==> src/rtl/imm_pkg.sv <==
// imm_pkg: shared types and constants for the immediate generator.
//   imm_fmt_e    - format code driven on out_fmt
//   skid_state_e - occupancy of the two-entry output skid buffer
//   imm_entry_t  - one decoded result: immediate, format, tag, illegal flag
// The struct fields are sized for the widest legal configuration
// (64-bit immediate, 64-bit tag). Narrower instances use the low bits, so
// TAG_W of the top level must not exceed TAG_MAX.
package imm_pkg;

    localparam int IMM_MAX = 64;
    localparam int TAG_MAX = 64;

    typedef enum logic [2:0] {
        FMT_NONE = 3'd0,
        FMT_I    = 3'd1,
        FMT_S    = 3'd2,
        FMT_B    = 3'd3,
        FMT_U    = 3'd4,
        FMT_J    = 3'd5,
        FMT_R    = 3'd6
    } imm_fmt_e;

    typedef enum logic [1:0] {
        ST_EMPTY = 2'd0,
        ST_ONE   = 2'd1,
        ST_FULL  = 2'd2
    } skid_state_e;

    typedef struct packed {
        logic [IMM_MAX-1:0] imm;
        imm_fmt_e           fmt;
        logic [TAG_MAX-1:0] tag;
        logic               illegal;
    } imm_entry_t;

    localparam imm_entry_t ENTRY_RESET = '{imm: '0, fmt: FMT_NONE, tag: '0, illegal: 1'b0};

    // Major opcodes, instruction bits [6:0]
    localparam logic [6:0] OPC_LOAD      = 7'b0000011;
    localparam logic [6:0] OPC_OP_IMM    = 7'b0010011;
    localparam logic [6:0] OPC_AUIPC     = 7'b0010111;
    localparam logic [6:0] OPC_OP_IMM_32 = 7'b0011011;
    localparam logic [6:0] OPC_STORE     = 7'b0100011;
    localparam logic [6:0] OPC_OP        = 7'b0110011;
    localparam logic [6:0] OPC_LUI       = 7'b0110111;
    localparam logic [6:0] OPC_OP_32     = 7'b0111011;
    localparam logic [6:0] OPC_BRANCH    = 7'b1100011;
    localparam logic [6:0] OPC_JALR      = 7'b1100111;
    localparam logic [6:0] OPC_JAL       = 7'b1101111;
    localparam logic [6:0] OPC_SYSTEM    = 7'b1110011;

endpackage

==> src/rtl/imm_decode.sv <==
// imm_decode: purely combinational immediate decode of one instruction word.
// Ports:
//   instr  in  32           raw instruction word
//   entry  out imm_entry_t  decoded immediate (sign-extended to 64 bits;
//                           the caller keeps the low XLEN bits), format and
//                           illegal flag; the tag field is left at zero
// Parameter XLEN (32 or 64) selects the RV64-only opcodes and shamt width.
// Optional macro RVC_IMM_EN: decode 16-bit compressed encodings
// (instr[1:0] != 2'b11); without it such words are flagged illegal.
module imm_decode
    import imm_pkg::*;
#(
    parameter int XLEN = 32
) (
    input  logic [31:0] instr,
    output imm_entry_t  entry
);

    localparam bit IS64 = (XLEN == 64);

    logic [6:0]  opc;
    logic [2:0]  funct3;
    logic [63:0] imm_i;
    logic [63:0] imm_s;
    logic [63:0] imm_b;
    logic [63:0] imm_u;
    logic [63:0] imm_j;
    logic        is_shift;

    assign opc    = instr[6:0];
    assign funct3 = instr[14:12];

    // Every 32-bit format sign-extends from instruction bit 31
    assign imm_i = {{52{instr[31]}}, instr[31:20]};
    assign imm_s = {{52{instr[31]}}, instr[31:25], instr[11:7]};
    assign imm_b = {{51{instr[31]}}, instr[31], instr[7], instr[30:25], instr[11:8], 1'b0};
    assign imm_u = {{32{instr[31]}}, instr[31:12], 12'b0};
    assign imm_j = {{43{instr[31]}}, instr[31], instr[19:12], instr[20], instr[30:21], 1'b0};

    // SLLI/SRLI/SRAI: funct7 lives in the upper immediate bits, only shamt counts
    assign is_shift = (funct3 == 3'b001) || (funct3 == 3'b101);

`ifdef RVC_IMM_EN
    // Compressed decode: only the low halfword is meaningful.
    function automatic imm_entry_t decode_rvc(input logic [15:0] c);
        imm_entry_t e;
        e         = ENTRY_RESET;
        e.illegal = 1'b1;
        case ({c[1:0], c[15:13]})
            5'b01_000, 5'b01_010: begin          // C.ADDI, C.LI
                e.imm     = {{58{c[12]}}, c[12], c[6:2]};
                e.fmt     = FMT_I;
                e.illegal = 1'b0;
            end
            5'b01_011: begin                     // C.LUI (rd=2 is C.ADDI16SP, zero nzimm reserved)
                if (c[11:7] != 5'd2 && {c[12], c[6:2]} != 6'd0) begin
                    e.imm     = {{46{c[12]}}, c[12], c[6:2], 12'b0};
                    e.fmt     = FMT_U;
                    e.illegal = 1'b0;
                end
            end
            5'b00_010: begin                     // C.LW
                e.imm     = {57'b0, c[5], c[12:10], c[6], 2'b0};
                e.fmt     = FMT_I;
                e.illegal = 1'b0;
            end
            5'b00_110: begin                     // C.SW
                e.imm     = {57'b0, c[5], c[12:10], c[6], 2'b0};
                e.fmt     = FMT_S;
                e.illegal = 1'b0;
            end
            5'b01_101: begin                     // C.J
                e.imm     = {{52{c[12]}}, c[12], c[8], c[10:9], c[6], c[7], c[2], c[11], c[5:3], 1'b0};
                e.fmt     = FMT_J;
                e.illegal = 1'b0;
            end
            5'b01_110, 5'b01_111: begin          // C.BEQZ, C.BNEZ
                e.imm     = {{55{c[12]}}, c[12], c[6:5], c[2], c[11:10], c[4:3], 1'b0};
                e.fmt     = FMT_B;
                e.illegal = 1'b0;
            end
            default: ;
        endcase
        return e;
    endfunction
`endif

    always_comb begin
        entry         = ENTRY_RESET;
        entry.illegal = 1'b1;
        if (instr[1:0] == 2'b11) begin
            case (opc)
                OPC_OP_IMM: begin
                    entry.fmt     = FMT_I;
                    entry.illegal = 1'b0;
                    if (is_shift)
                        entry.imm = IS64 ? {58'b0, instr[25:20]} : {59'b0, instr[24:20]};
                    else
                        entry.imm = imm_i;
                end
                OPC_LOAD, OPC_JALR, OPC_SYSTEM: begin
                    entry.imm     = imm_i;
                    entry.fmt     = FMT_I;
                    entry.illegal = 1'b0;
                end
                OPC_OP_IMM_32: begin
                    // Word shifts always take a 5-bit shamt
                    if (IS64) begin
                        entry.imm     = is_shift ? {59'b0, instr[24:20]} : imm_i;
                        entry.fmt     = FMT_I;
                        entry.illegal = 1'b0;
                    end
                end
                OPC_STORE: begin
                    entry.imm     = imm_s;
                    entry.fmt     = FMT_S;
                    entry.illegal = 1'b0;
                end
                OPC_BRANCH: begin
                    entry.imm     = imm_b;
                    entry.fmt     = FMT_B;
                    entry.illegal = 1'b0;
                end
                OPC_LUI, OPC_AUIPC: begin
                    entry.imm     = imm_u;
                    entry.fmt     = FMT_U;
                    entry.illegal = 1'b0;
                end
                OPC_JAL: begin
                    entry.imm     = imm_j;
                    entry.fmt     = FMT_J;
                    entry.illegal = 1'b0;
                end
                OPC_OP: begin
                    entry.fmt     = FMT_R;
                    entry.illegal = 1'b0;
                end
                OPC_OP_32: begin
                    if (IS64) begin
                        entry.fmt     = FMT_R;
                        entry.illegal = 1'b0;
                    end
                end
                default: ;
            endcase
        end else begin
`ifdef RVC_IMM_EN
            entry = decode_rvc(instr[15:0]);
`endif
        end
    end

endmodule

==> src/rtl/imm_gen_pipe.sv <==
// imm_gen_pipe: registered immediate generator with a two-entry skid buffer.
// Ports:
//   clk, rst (async, active high)
//   in_valid / in_ready / in_instr / in_tag        upstream handshake
//   out_valid / out_ready / out_imm / out_fmt /
//   out_tag / out_illegal                          downstream handshake
// Parameters: XLEN (32 or 64), TAG_W (<= imm_pkg::TAG_MAX).
// Optional macro RVC_IMM_EN enables compressed decode inside imm_decode.
// Decode happens on the input side so each held entry is already final;
// in_ready and out_valid are registers, so there is no combinational path
// from out_ready back to in_ready.
module imm_gen_pipe
    import imm_pkg::*;
#(
    parameter int XLEN  = 32,
    parameter int TAG_W = 32
) (
    input  logic             clk,
    input  logic             rst,
    input  logic             in_valid,
    output logic             in_ready,
    input  logic [31:0]      in_instr,
    input  logic [TAG_W-1:0] in_tag,
    output logic             out_valid,
    input  logic             out_ready,
    output logic [XLEN-1:0]  out_imm,
    output logic [2:0]       out_fmt,
    output logic [TAG_W-1:0] out_tag,
    output logic             out_illegal
);

    imm_entry_t  dec_raw;
    imm_entry_t  dec_entry;
    imm_entry_t  main_reg;
    imm_entry_t  skid_reg;
    skid_state_e state_reg;
    logic        in_ready_reg;
    logic        out_valid_reg;
    logic        in_xfer;
    logic        out_xfer;

    imm_decode #(.XLEN(XLEN)) u_decode (
        .instr (in_instr),
        .entry (dec_raw)
    );

    always_comb begin
        dec_entry     = dec_raw;
        dec_entry.tag = TAG_MAX'(in_tag);
    end

    assign in_xfer  = in_valid && in_ready_reg;
    assign out_xfer = out_valid_reg && out_ready;

    always_ff @(posedge clk or posedge rst) begin
        if (rst) begin
            state_reg     <= ST_EMPTY;
            main_reg      <= ENTRY_RESET;
            skid_reg      <= ENTRY_RESET;
            in_ready_reg  <= 1'b0;
            out_valid_reg <= 1'b0;
        end else begin
            case (state_reg)
                ST_EMPTY: begin
                    // in_ready is held low through reset and rises on the first edge after
                    in_ready_reg <= 1'b1;
                    if (in_xfer) begin
                        main_reg      <= dec_entry;
                        out_valid_reg <= 1'b1;
                        state_reg     <= ST_ONE;
                    end
                end
                ST_ONE: begin
                    if (in_xfer && !out_xfer) begin
                        skid_reg     <= dec_entry;
                        in_ready_reg <= 1'b0;
                        state_reg    <= ST_FULL;
                    end else if (in_xfer && out_xfer) begin
                        main_reg <= dec_entry;
                    end else if (out_xfer) begin
                        out_valid_reg <= 1'b0;
                        state_reg     <= ST_EMPTY;
                    end
                end
                ST_FULL: begin
                    // in_ready is low here, so only the output side can move
                    if (out_xfer) begin
                        main_reg     <= skid_reg;
                        in_ready_reg <= 1'b1;
                        state_reg    <= ST_ONE;
                    end
                end
                default: begin
                    state_reg     <= ST_EMPTY;
                    in_ready_reg  <= 1'b1;
                    out_valid_reg <= 1'b0;
                end
            endcase
        end
    end

    assign in_ready    = in_ready_reg;
    assign out_valid   = out_valid_reg;
    assign out_imm     = main_reg.imm[XLEN-1:0];
    assign out_fmt     = main_reg.fmt;
    assign out_tag     = main_reg.tag[TAG_W-1:0];
    assign out_illegal = main_reg.illegal;

    // Upper struct bits are unused in narrow configurations
    logic unused_bits;
    assign unused_bits = ^{main_reg.imm, main_reg.tag, dec_raw.tag};

endmodule

==> config.mk <==
export PLATFORM = sky130hd
export DESIGN_NAME = imm_gen_pipe
export DESIGN_NICKNAME = d
export VERILOG_FILES = /design/src/rtl/imm_pkg.sv /design/src/rtl/imm_decode.sv /design/src/rtl/imm_gen_pipe.sv
export SDC_FILE = /design/constraint.sdc
export NUM_CORES = 1
export LEC_CHECK = 0
export CORE_ASPECT_RATIO = 0.6
export CORE_MARGIN = 2
export CORE_UTILIZATION = 40
export CTS_BUF_LIST = sky130_fd_sc_hd__clkbuf_8 sky130_fd_sc_hd__clkbuf_16
export DETAILED_ROUTE_END_ITERATION = 12
export PLACE_DENSITY = 0.68
export SYNTH_ARGS = -nofsm -noshare
export SYNTH_HDL_FRONTEND = slang
export SYNTH_HIERARCHICAL = 1
export SYNTH_SLANG_ARGS = --single-unit
==> constraint.sdc <==
create_clock -name clk -period 12.2 [get_ports clk]
set_clock_uncertainty 0.15 [all_clocks]
set_input_delay 1.83 -clock clk [delete_from_list [all_inputs] [get_ports clk]]
set_output_delay 1.83 -clock clk [all_outputs]
set_load 0.005 [all_outputs]
==> impl_metrics.json <==
{
  "status": "completed",
  "remaining_drc_errors": 0,
  "viasPerCell": 5.16,
  "fin_tns_setup_ns": 0,
  "dpl-instance-area_um2": 8370,
  "io_buffer_count": 137,
  "layout_commonest_cell": "mux2_2",
  "rsz0062_at_grt": "no",
  "pre_cts_slack_ns": 7.31,
  "worst_pin_slew_ns": 1.04,
  "end_kind": "flip-flop",
  "syn_area_um2": 6860,
  "crit_path_frequent_cell": "mux2_2",
  "cp.arrival_ns": 4.68,
  "clk_path_buf_depth": 2,
  "worstPathCellList": "clkdlybuf4s50_1, xnor2_1, o21ai_2, a211oi_2, o21ai_0, mux2_2, mux2_2",
  "overflow": 0,
  "peakVddDrop_mv": 0.0928,
  "tritoncts": "yes",
  "critical_path_buf_inv_count": 1,
  "timing.final.ws_setup_ns": 7.67,
  "postSynthAreaPerCell_um2": 13.8,
  "design_area_um2": 8920,
  "layout_common_cells": "175 x mux2_2, 140 x dfrtp_1, 137 x clkdlybuf4s50_1",
  "holdWs_ns": 0.350,
  "grt_max_degree": 76,
  "n_antenna_cell": 0,
  "criticalPathCategory": "input port to flip-flop",
  "grt_antenna_before_repair": 0,
  "cts_max_level": 4,
  "drt_iter0_drc": 290,
  "worstPathRequired_ns": 12.35,
  "hpwl_um": 10900,
  "total_leakage_power_nw": 3.86,
  "cap_violations": 0,
  "max_freq_mhz": 221,
  "drive_above_1_share": 0.393,
  "nets": 694,
  "min_period_ns": 4.53,
  "gp_congestion": 0.883,
  "areaGrowthSynthToFinish_pct": 29.9,
  "largest_reg_flops": 68,
  "die_area_um2": 18300,
  "max_slew_margin": 0.304,
  "postSynthCellCount": 497,
  "grt_pass1_wl_um": 25700,
  "holdCritPathClass": "flip-flop to flip-flop",
  "grt_use_total": 0.182,
  "cts_hold_buf": 0,
  "clk_pin_slew_worst_paths_ns": 0.06,
  "cts_setup_buffers": 0,
  "clock-sinks": 140,
  "setup_viol": 0,
  "start_util": 0.405,
  "coreArea_um2": 16900,
  "power_density_nw_per_um2": 211,
  "cp_max_fo": 17,
  "report.final.slew_viol_count": 0,
  "cpPeakStageDelay_ns": 0.88,
  "period_share": 0.372,
  "syn_nets": 565,
  "ctsResizeCount": 0,
  "via_count": 4508,
  "grt_pass1_vias": 4659,
  "wl_um": 16000,
  "io_pins": 138,
  "clock-root-buffer": "clkbuf_16",
  "cpMaxStageDelayCell": "a211oi_2",
  "hold_viol": 0,
  "drtPass1Iterations": 4,
  "path_delay_family": "compound AO/OA/AOI/OAI gates",
  "clk_latency_ns": 0.41,
  "routedWlPerCell_um": 18.3,
  "ant_nets": 0,
  "die-width_um": 173,
  "startpoint_type": "input port",
  "die_h_um": 105,
  "yosysWarnings": 6,
  "rows": 37,
  "cts_inserted_buffers": 17
}
[metrics by stage]
step	utilization	instances	total power, mW
2_1_floorplan	-	497	1.15
3_3_place_gp	0.494	841	1.39
3_5_place_dp	0.494	841	1.41
4_1_cts	0.526	873	1.91
5_1_grt	0.526	873	1.99
6_report	0.526	873	1.88
[layout make-up]
class / count / area, um2
Sequential cell: 140 / 3500
Clock buffer: 17 / 425
Multi-Input combinational cell: 320 / 3140
Timing Repair Buffer: 140 / 1390
Tap cell: 234 / 293
Fill cell: 1442 / 8020
Clock inverter: 15 / 129
Inverter: 7 / 31.3
[worst reg2reg max path, stage by stage, from the launching register on]
cell	delay [ns]
dfrtp_1	0.52
nor2b_4	0.69
buf_4	0.72
mux2_2	0.45
mux2_4	0.26
[worst paths after layout]
kind                              start      endpoint  depth (start not counted)  slack [ns]
max                         in_instr[4]   out_imm[20]                          7        7.67
min                        skid_reg[18]  skid_reg[18]                          1        0.35
max reg2reg                state_reg[1]   out_imm[11]                          4        9.29
min reg2reg                skid_reg[18]  skid_reg[18]                          1        0.35
max in group asynchronous           rst  skid_reg[27]                          3        8.77
min in group asynchronous           rst    out_imm[4]                          2        1.73
[metal layers]
layer / vias to the layer above / global-route usage / part of all wire
li1: 2059 / - / -
met1: 2288 / 0.258 / 0.48
met2: 145 / 0.271 / 0.43
met3: 16 / 0.0538 / 0.072
met4: 0 / 0.0484 / 0.010
met5: - / 0 / 0
[where the power goes]
part | internal [mW] | switching (mW) | total [mW] | leakage (nW)
Combinational | 0.422 | 0.262 | 0.684 | 1.80
Sequential | 0.623 | 0.0891 | 0.712 | 1.79
Clock | 0.279 | 0.205 | 0.485 | 0.264
Power figures use the tool's default switching activity.
